### src/rtl/multiplexor_afisaj.sv
// Scan controller for a 4-digit common-anode 7-segment display.
// One shared BCD decoder is time-multiplexed across the four digits. The
// inputs are captured once per frame so a digit never changes part-way
// through a scan, each slot starts with a short all-off gap against
// ghosting, and leading zeros can be suppressed. All pin outputs come
// straight from flops.
module multiplexor_afisaj #(
  parameter int DIV  = 2500,
  parameter int DEAD = 25
) (
  input  logic       clk,
  input  logic       clr,
  input  logic [3:0] mii,
  input  logic [3:0] sute,
  input  logic [3:0] zeci,
  input  logic [3:0] unitati,
  input  logic       en,
  input  logic       blank_lz,
  output logic [3:0] an,
  output logic [6:0] seg,
  output logic       frame_tick
);

  localparam int            CW       = $clog2(DIV);
  localparam logic [CW-1:0] CNT_LAST = CW'(DIV - 1);
  localparam logic [CW-1:0] CNT_DEAD = CW'(DEAD);
  localparam bit            HAS_DEAD = (DEAD > 0);
  localparam logic [6:0]    SEG_OFF  = 7'b1111111;
  localparam logic [6:0]    SEG_DASH = 7'b0111111;

  logic [CW-1:0] cnt;
  logic [1:0]    idx;
  logic [15:0]   snapshot;      // {mii, sute, zeci, unitati}
  logic          load_pending;

  logic          slot_end;
  logic          load;
  logic [3:0]    cur_digit;
  logic          cur_blank;
  logic          in_dead;
  logic [3:0]    an_next;
  logic [6:0]    seg_next;

  // BCD to active-low {g,f,e,d,c,b,a}; non-decimal codes show a dash.
  function automatic logic [6:0] decode_bcd(input logic [3:0] d);
    logic [6:0] p;
    case (d)
      4'd0:    p = 7'b1000000;
      4'd1:    p = 7'b1111001;
      4'd2:    p = 7'b0100100;
      4'd3:    p = 7'b0110000;
      4'd4:    p = 7'b0011001;
      4'd5:    p = 7'b0010010;
      4'd6:    p = 7'b0000010;
      4'd7:    p = 7'b1111000;
      4'd8:    p = 7'b0000000;
      4'd9:    p = 7'b0010000;
      default: p = SEG_DASH;
    endcase
    return p;
  endfunction

  assign slot_end = (cnt == CNT_LAST);
  // A snapshot is taken as the scan wraps back to the units digit, and once
  // right after reset so the display never starts from stale data.
  assign load     = load_pending || (slot_end && (idx == 2'd3));
  assign in_dead  = HAS_DEAD && (cnt < CNT_DEAD);

  // Select the current digit and decide whether it is a blanked leading zero.
  always_comb begin
    // NOTE: every combinational output gets a default first, so no path can
    // leave it unassigned and infer a latch.
    cur_digit = snapshot[3:0];
    cur_blank = 1'b0;
    case (idx)
      2'd0: begin
        cur_digit = snapshot[3:0];
        cur_blank = 1'b0;
      end
      2'd1: begin
        cur_digit = snapshot[7:4];
        cur_blank = blank_lz && (snapshot[15:4] == 12'd0);
      end
      2'd2: begin
        cur_digit = snapshot[11:8];
        cur_blank = blank_lz && (snapshot[15:8] == 8'd0);
      end
      default: begin
        cur_digit = snapshot[15:12];
        cur_blank = blank_lz && (snapshot[15:12] == 4'd0);
      end
    endcase
  end

  // Next anode/segment values; the dead gap and the enable force all-off.
  always_comb begin
    an_next  = 4'b1111;
    seg_next = SEG_OFF;
    if (en && !in_dead) begin
      an_next          = 4'b1111;
      an_next[idx]     = 1'b0;
      seg_next         = cur_blank ? SEG_OFF : decode_bcd(cur_digit);
    end
  end

  // Prescaler and digit index; they keep running whatever en and blank_lz do.
  always_ff @(posedge clk or negedge clr) begin
    // NOTE: state registers use non-blocking assignments so every flop samples
    // the pre-edge values regardless of statement order.
    if (!clr) begin
      cnt <= '0;
      idx <= 2'd0;
    end else if (slot_end) begin
      cnt <= '0;
      idx <= idx + 2'd1;
    end else begin
      cnt <= cnt + CW'(1);
    end
  end

  // Frame-coherent capture of the four input digits.
  always_ff @(posedge clk or negedge clr) begin
    if (!clr) begin
      snapshot     <= 16'd0;
      load_pending <= 1'b1;
      frame_tick   <= 1'b0;
    end else begin
      frame_tick   <= load;
      load_pending <= 1'b0;
      if (load) begin
        snapshot <= {mii, sute, zeci, unitati};
      end
    end
  end

  // Registered pin drivers: one cycle of latency, glitch-free outputs.
  always_ff @(posedge clk or negedge clr) begin
    if (!clr) begin
      an  <= 4'b1111;
      seg <= SEG_OFF;
    end else begin
      an  <= an_next;
      seg <= seg_next;
    end
  end

endmodule
### config.mk
export PLATFORM = sky130hd
export DESIGN_NAME = multiplexor_afisaj
export DESIGN_NICKNAME = d
export VERILOG_FILES = /design/src/rtl/multiplexor_afisaj.sv
export SDC_FILE = /design/constraint.sdc
export NUM_CORES = 1
export LEC_CHECK = 0
export BUFFER_PORTS_ARGS = -buffer_cell sky130_fd_sc_hd__clkbuf_2
export CAP_MARGIN = 40
export CORE_MARGIN = 2
export CORE_UTILIZATION = 39
export CTS_CLUSTER_SIZE = 24
export DETAILED_ROUTE_END_ITERATION = 7
export PLACE_DENSITY_LB_ADDON = 0.05
export SYNTH_ARGS = -nofsm -noshare
export SYNTH_HDL_FRONTEND = slang
export SYNTH_SLANG_ARGS = --single-unit
export TNS_END_PERCENT = 5
### constraint.sdc
create_clock -name clk -period 2.6 [get_ports clk]
set_clock_uncertainty 0.15 [all_clocks]
set_input_delay 0.39 -clock clk [delete_from_list [all_inputs] [get_ports clk]]
set_output_delay 0.39 -clock clk [all_outputs]
set_load 0.01 [all_outputs]
==> reports/results.txt, run 1 <==
Via density: 4.887
WP data required: 2.65 ns
Design Power: 1447 uW
Setup crit end kind: flip-flop
crit path DAT: 2.41 ns
Critical R2R Launch: idx[0]$_DFFE_PN0N_
core box area: 5107 um^2
worst slew pin tran: 0.6706 ns
CP startpoint: idx[0]$_DFFE_PN0N_
H-Tree Depth: 2
Peak VDD IR: 0.3289 mV
power density over the cells: 596.6 nW/um^2
setup TNS: 0 ns
HPWL Detailed: 3066 um
clk buf depth: 2
Tot GR Track Use: 14.76%
post-synthesis sequential area ratio: 53.14%
share of cells above drive strength 1: 35.38%
vias in the first global route: 1430
commonest cells after routing, fill and taps aside: dfrtp_1 (31), clkbuf_2 (31), inv_1 (14), nand2_1 (14)
global-route wire length before repair: 6879 um
critical setup path kind: flip-flop to flip-flop
starting density of the core: 40.20%
DP Area: 2298 um^2
TritonCTS Buffers: 5
DR pass1 iterations: 4
Top Metal Used: met4
# IOs: 32
worst skew pair latency: 0.29 ns
RSZ-0062 raised after global routing: false
min cycle time layout: 2.358 ns
Die Y: 76.56 um
Place WS: 0.2516 ns
Synth Cell Area: 2053 um^2
Critical Path Fanout Max: 6
kind of path behind the tightest hold check: input pin to flip-flop
Yosys reg bits: 43
Post-Route WL: 3998 um
Non-Filler Cell Area, Final: 2426 um^2
max_cap viols: 0
die area: 5861 um^2
Synth cell types: 35
Yosys warning total: 0
GR Overflow Total: 0
P_leak: 0.001107 uW
Final period util: 90.68%
Setup Buffers After CTS: 0
cell total after placement: 273
WL met2: 1947 um
IO buf count: 31
initial antenna violation count: 0
setup ws final: 0.2422 ns
Pins Over Slew Limit: 0
final hold vios: 0
worst slew margin relative to its limit: 54.01%
ANT nets after route: 0
CTS root buf: clkbuf_8
GPL Wtd Cong: 0.8574
Fillers: 487
final setup fails: 0
CP Launch Type: flip-flop
mean routed wirelength per cell: 14.18 um
Cells after Synth: 172
FMAX: 424.1 MHz
Avg Cell Area, Syn: 11.94 um^2
fin cells: 282
DRC: 0
CTS tree: done
Site Rows: 26
syn nets: 202
Via Count: 1378
Die X-Extent: 76.56 um
Area Overhead vs Synth: 18.16%
largest net degree at the start of global routing: 25
initial DRC count: 118
Inserted Diodes: 0
startpoint of the worst hold path: mii[0]
met3 wire len: 149 um
status: finished, final reports clean
CTS Sinks: 43
clock-pin slew on the worst setup and hold paths: 0.09 ns
NumNets Final: 241
WL met1: 1869 um
## cell usage after synthesis
cell | n | area (um^2)
or4_1 | 2 | 15.01
nor4_4 | 1 | 21.27
nand4_1 | 4 | 25.02
o32ai_1 | 1 | 8.760
nor3_1 | 3 | 15.01
o211ai_1 | 1 | 7.510
dfstp_2 | 12 | 315.3
inv_1 | 14 | 52.55
or4b_4 | 1 | 13.76
a21oi_2 | 1 | 8.760
or3_1 | 2 | 12.51
nor4_1 | 1 | 6.260
a32o_1 | 1 | 10.01
a21boi_1 | 1 | 7.510
nand2b_1 | 1 | 6.260
xnor2_1 | 7 | 61.31
mux2i_1 | 3 | 30.03
o31a_1 | 2 | 17.52
mux2_2 | 9 | 101.4
conb_1 | 1 | 3.750
a21oi_1 | 4 | 20.02
xor2_1 | 3 | 26.28
o21ai_0 | 6 | 30.03
nand2_1 | 14 | 52.55
a222oi_1 | 4 | 40.04
a21boi_0 | 1 | 7.510
buf_6 | 1 | 11.26
nand3_1 | 6 | 30.03
dfrtp_1 | 31 | 775.7
nor2_1 | 12 | 45.04
buf_2 | 1 | 5.000
clkbuf_1 | 1 | 3.750
nor2b_1 | 1 | 6.260
ha_1 | 10 | 125.1
mux2_4 | 9 | 135.1
## area by class of cell
type / count / area [um^2] / area share (%)
multi-input combinational: 112 / 889.6 / 36.67
timing repair buffer: 35 / 187.7 / 7.736
sequential: 43 / 1091 / 44.97
clock buffer: 6 / 82.58 / 3.404
clock inverter: 2 / 35.03 / 1.444
inverter: 14 / 52.55 / 2.166
tap: 70 / 87.58 / 3.610
## stage by stage
step	hold WS [ns]	utilization [%]
after floorplan	-0.05559	-
after global placement	0.2149	45.00
after detailed placement	0.2232	45.00
after CTS	0.1669	47.50
after global routing	0.1605	47.50
final	0.1742	47.50
## registers in the layout, indices dropped and copies added, names as in the netlist
signal        flops
idx               2
cnt              12
an                4
seg               7
frame_tick        1
load_pending      1
snapshot         16
## metal layers
| layer | up-vias | track usage (%) |
|---|---|---|
| met5 | - | 0 |
| met2 | 30 | 24.42 |
| li1 | 676 | - |
| met3 | 4 | 3.673 |
| met1 | 668 | 19.06 |
| met4 | 0 | 4.545 |
## kinds of logic after synthesis
| group | synth area share (%) |
|---|---|
| compound gates | 7.679 |
| xor+xnor | 4.266 |
| fa+ha+maj | 6.094 |
| buf+inv | 3.534 |
| flops | 53.14 |
| mux | 12.98 |
| other cells | 0.1826 |
| simple gates | 12.13 |
## repair_timing
action,CTS,global route
hold endpoints to repair,8,0
endpoints found under the setup margin,0,0
hold buffers,1,0
resized for setup,0,0
## report_power, final
| part | leakage, uW | total, uW | switching (uW) | internal, uW |
|---|---|---|---|---|
| sequential | 0.000506 | 740 | 24.1 | 716 |
| clock | 0.0000612 | 544 | 233 | 311 |
| combinational | 0.000540 | 163 | 82.7 | 80.4 |
| total | 0.00111 | 1450 | 340 | 1110 |
## worst max-delay path, stage by stage, from the launching register on
cell	delay (ns)
dfrtp_1	0.43
inv_1	0.13
ha_1	0.29
a222oi_1	0.14
mux2i_1	0.40
inv_1	0.13
ha_1	0.30
inv_1	0.03
o21ai_0	0.17
nand3_1	0.10
## final timing paths
kind / to / slack (ns) / cells past startpoint
setup reg to reg: seg[3]$_DFF_PN1_ / 0.24 / 9
max in group asynchronous: load_pending$_DFF_PN1_ / 1.13 / 3
hold / removal: snapshot[12]$_DFFE_PN0P_ / 0.17 / 2
setup / recovery: seg[3]$_DFF_PN1_ / 0.24 / 9
min in group asynchronous: cnt[5]$_DFF_PN0_ / 0.43 / 2
hold reg to reg: cnt[5]$_DFF_PN0_ / 0.35 / 1
Note: power is estimated with default switching activity, not from simulation.
==> run 2: changes to the inputs <==
- REMOVE_ABC_BUFFERS: not set -> 1
==> run 2 against run 1 <==
- sequential share of layout area rose by 0.42 points
- critical path depth fell by 2
- cell count fell by 0.35%
- core utilization fell by 0.44 points
- first-iteration DRC count fell by 36%
- die area did not move
- non-clock buffer count fell by 1
- critical endpoint is now seg[5]$_DFF_PN1_
- highest routed layer unchanged
==> reports/results.txt, run 2 (synthesis gave the netlist of run 1 again) <==
status: finished, final reports clean
Reg2Reg Depth: 7 (-2)
Area Overhead vs Synth: 17.06%
IO buf count: 31 (unchanged)
crit path cell chain: inv_1 -> ha_1 -> a222oi_1 -> mux2i_1 -> ha_1 -> o32ai_1 -> nand2_1
DR pass1 iterations: 4 (unchanged)
met3 wire len: 216 um (+45%)
setup ws final: 0.2515 ns (+0.009235 ns)
GPL Wtd Cong: 0.7335 (-14%)
ANT nets after route: 0 (unchanged)
Largest register FFs: 16 (unchanged)
multi-input logic area: 889.6 um^2 (unchanged)
min cycle time layout: 2.349 ns (-0.009235 ns)
WP data required: 2.65 ns (about the same)
Slowest-stage cell, CP: dfrtp_1
register area: 1091 um^2 (unchanged)
P_leak: 0.001093 uW (-1.2%)
power density over the cells: 569.5 nW/um^2 (-4.5%)
Largest regs: snapshot: 16 flops, cnt: 12 flops, seg: 7 flops
Top Metal Used: met4
Final period util: 90.33% (-0.36 points)
TritonCTS Buffers: 5 (unchanged)
clk buf depth: 2 (unchanged)
Site Rows: 26 (unchanged)
Via density: 4.993 (+2.2%)
GR Overflow Total: 0 (unchanged)
kind of path behind the tightest hold check: input pin to asynchronous set/reset pin
DRC: 0 (unchanged)
worst slew margin relative to its limit: 44.49% (-9.5 points)
worst skew pair latency: 0.29 ns (about the same)
CP startpoint: idx[0]$_DFFE_PN0N_
die area: 5861 um^2 (unchanged)
mean routed wirelength per cell: 13.48 um (-4.9%)
commonest cells after routing, fill and taps aside: dfrtp_1 (31), clkbuf_2 (31), inv_1 (14), nand2_1 (14)
Tot GR Track Use: 14.29% (-0.47 points)
Critical Path Max Stage Delay: 0.41 ns (-0.02 ns)
Setup crit end kind: flip-flop
initial antenna violation count: 0 (unchanged)
Peak VDD IR: 0.2468 mV (-25%)
Inserted Diodes: 0 (unchanged)
initial DRC count: 75 (-36%)
FMAX: 425.8 MHz (+0.39%)
final hold vios: 0 (unchanged)
Pins Over Slew Limit: 0 (unchanged)
share of cells above drive strength 1: 34.60% (-0.78 points)
Via Count: 1403 (+1.8%)
CTS root buf: clkbuf_8
WL met2: 1738 um (-11%)
RSZ-0062 raised after global routing: false
CP dominant cell by count: ha_1
WL met1: 1782 um (-4.7%)
vias in the first global route: 1421 (-0.63%)
Post-Route WL: 3787 um (-5.3%)
Die X-Extent: 76.56 um (unchanged)
final setup fails: 0 (unchanged)
# resized after CTS: 0 (unchanged)
CP Buf/Inv Count: 1 (-2)
# IOs: 32 (unchanged)
RR Endpoint: seg[5]$_DFF_PN1_
CTS Sinks: 43 (unchanged)
hold-fix buffer count after cts: 0 (-1)
CP Launch Type: flip-flop
Setup Buffers After CTS: 0 (unchanged)
Critical Path Fanout Max: 6 (unchanged)
CTS tree: done
NumNets Final: 240 (-0.41%)
HPWL Detailed: 2862 um (-6.7%)
Place WS: 0.2630 ns (+0.01134 ns)
Largest delay share family, worst path: compound AO/OA/AOI/OAI gates
Most flops, register: snapshot
global-route wire length before repair: 6720 um (-2.3%)
setup TNS: 0 ns (unchanged)
largest net degree at the start of global routing: 35 (+40%)
H-Tree Depth: 2 (unchanged)
critical setup path kind: flip-flop to flip-flop
Critical R2R Launch: idx[0]$_DFFE_PN0N_
core box area: 5107 um^2 (unchanged)
starting density of the core: 40.20% (unchanged)
worst slew pin tran: 0.8326 ns (+0.1619 ns)
Fillers: 493 (+1.2%)
crit path DAT: 2.40 ns (about the same)
clock-pin slew on the worst setup and hold paths: 0.08 ns (about the same)
max_cap viols: 0 (unchanged)
Die Y: 76.56 um (unchanged)
FF-to-FF setup slack: 0.25 ns (about the same)
-- run 2: cell types whose count changed in the layout (fill, tap and decap cells not counted), sizes merged --
cell | previous run | this run
clkbuf | 37 | 39
bufinv | 1 | 0
clkinv | 1 | 0
dlygate4sd3 | 1 | 0
-- run 2: power by group --
part | internal (uW) | leakage [uW] | switching (uW)
Sequential | 717 | 0.000506 | 23.0
Clock | 249 | 0.0000506 | 220
Combinational | 79.8 | 0.000537 | 80.8
-- run 2: worst register-to-register path, stage by stage (launching register included) --
cell      delay [ns]
dfrtp_1         0.41
inv_1           0.11
ha_1            0.29
a222oi_1        0.38
mux2i_1         0.25
ha_1            0.26
o32ai_1         0.32
nand2_1         0.10
-- run 2: metal layers --
layer / track usage, % / vias up
met4: 4.909 / 0
met3: 4.147 / 6
met1: 19.17 / 680
met5: 0 / -
li1: - / 675
met2: 22.12 / 42
-- run 2: worst max path at each step --
stage | cells past startpoint | to
2_1_floorplan | 4 | snapshot[10]$_DFFE_PN0P_
3_3_place_gp | 5 | snapshot[14]$_DFFE_PN0P_
3_5_place_dp | 7 | seg[5]$_DFF_PN1_
4_1_cts | 7 | seg[5]$_DFF_PN1_
5_1_grt | 9 | seg[3]$_DFF_PN1_
6_report | 7 | seg[5]$_DFF_PN1_
-- run 2: area by class of cell --
cell class | count | share of cell area [%]
flip-flops and latches | 43 | 45.39
multi-input cells | 112 | 37.01
repair buffers | 34 | 7.548
inverters | 14 | 2.186
clock buffers | 8 | 4.217
well taps | 70 | 3.644
-- run 2: per-stage QoR --
| step | area [um^2] | cells | util [%] | total power (uW) | hold WS (ns) |
|---|---|---|---|---|---|
| after floorplan | 2033 | 169 | - | 847.2 | -0.05559 |
| after global placement | 2291 | 272 | 44.86 | 907.1 | 0.3310 |
| after detailed placement | 2302 | 273 | 45.08 | 915.3 | 0.3394 |
| after CTS | 2404 | 281 | 47.06 | 1392 | 0.06407 |
| after global routing | 2404 | 281 | 47.06 | 1450 | 0.08922 |
| final | 2404 | 281 | 47.06 | 1369 | 0.03035 |
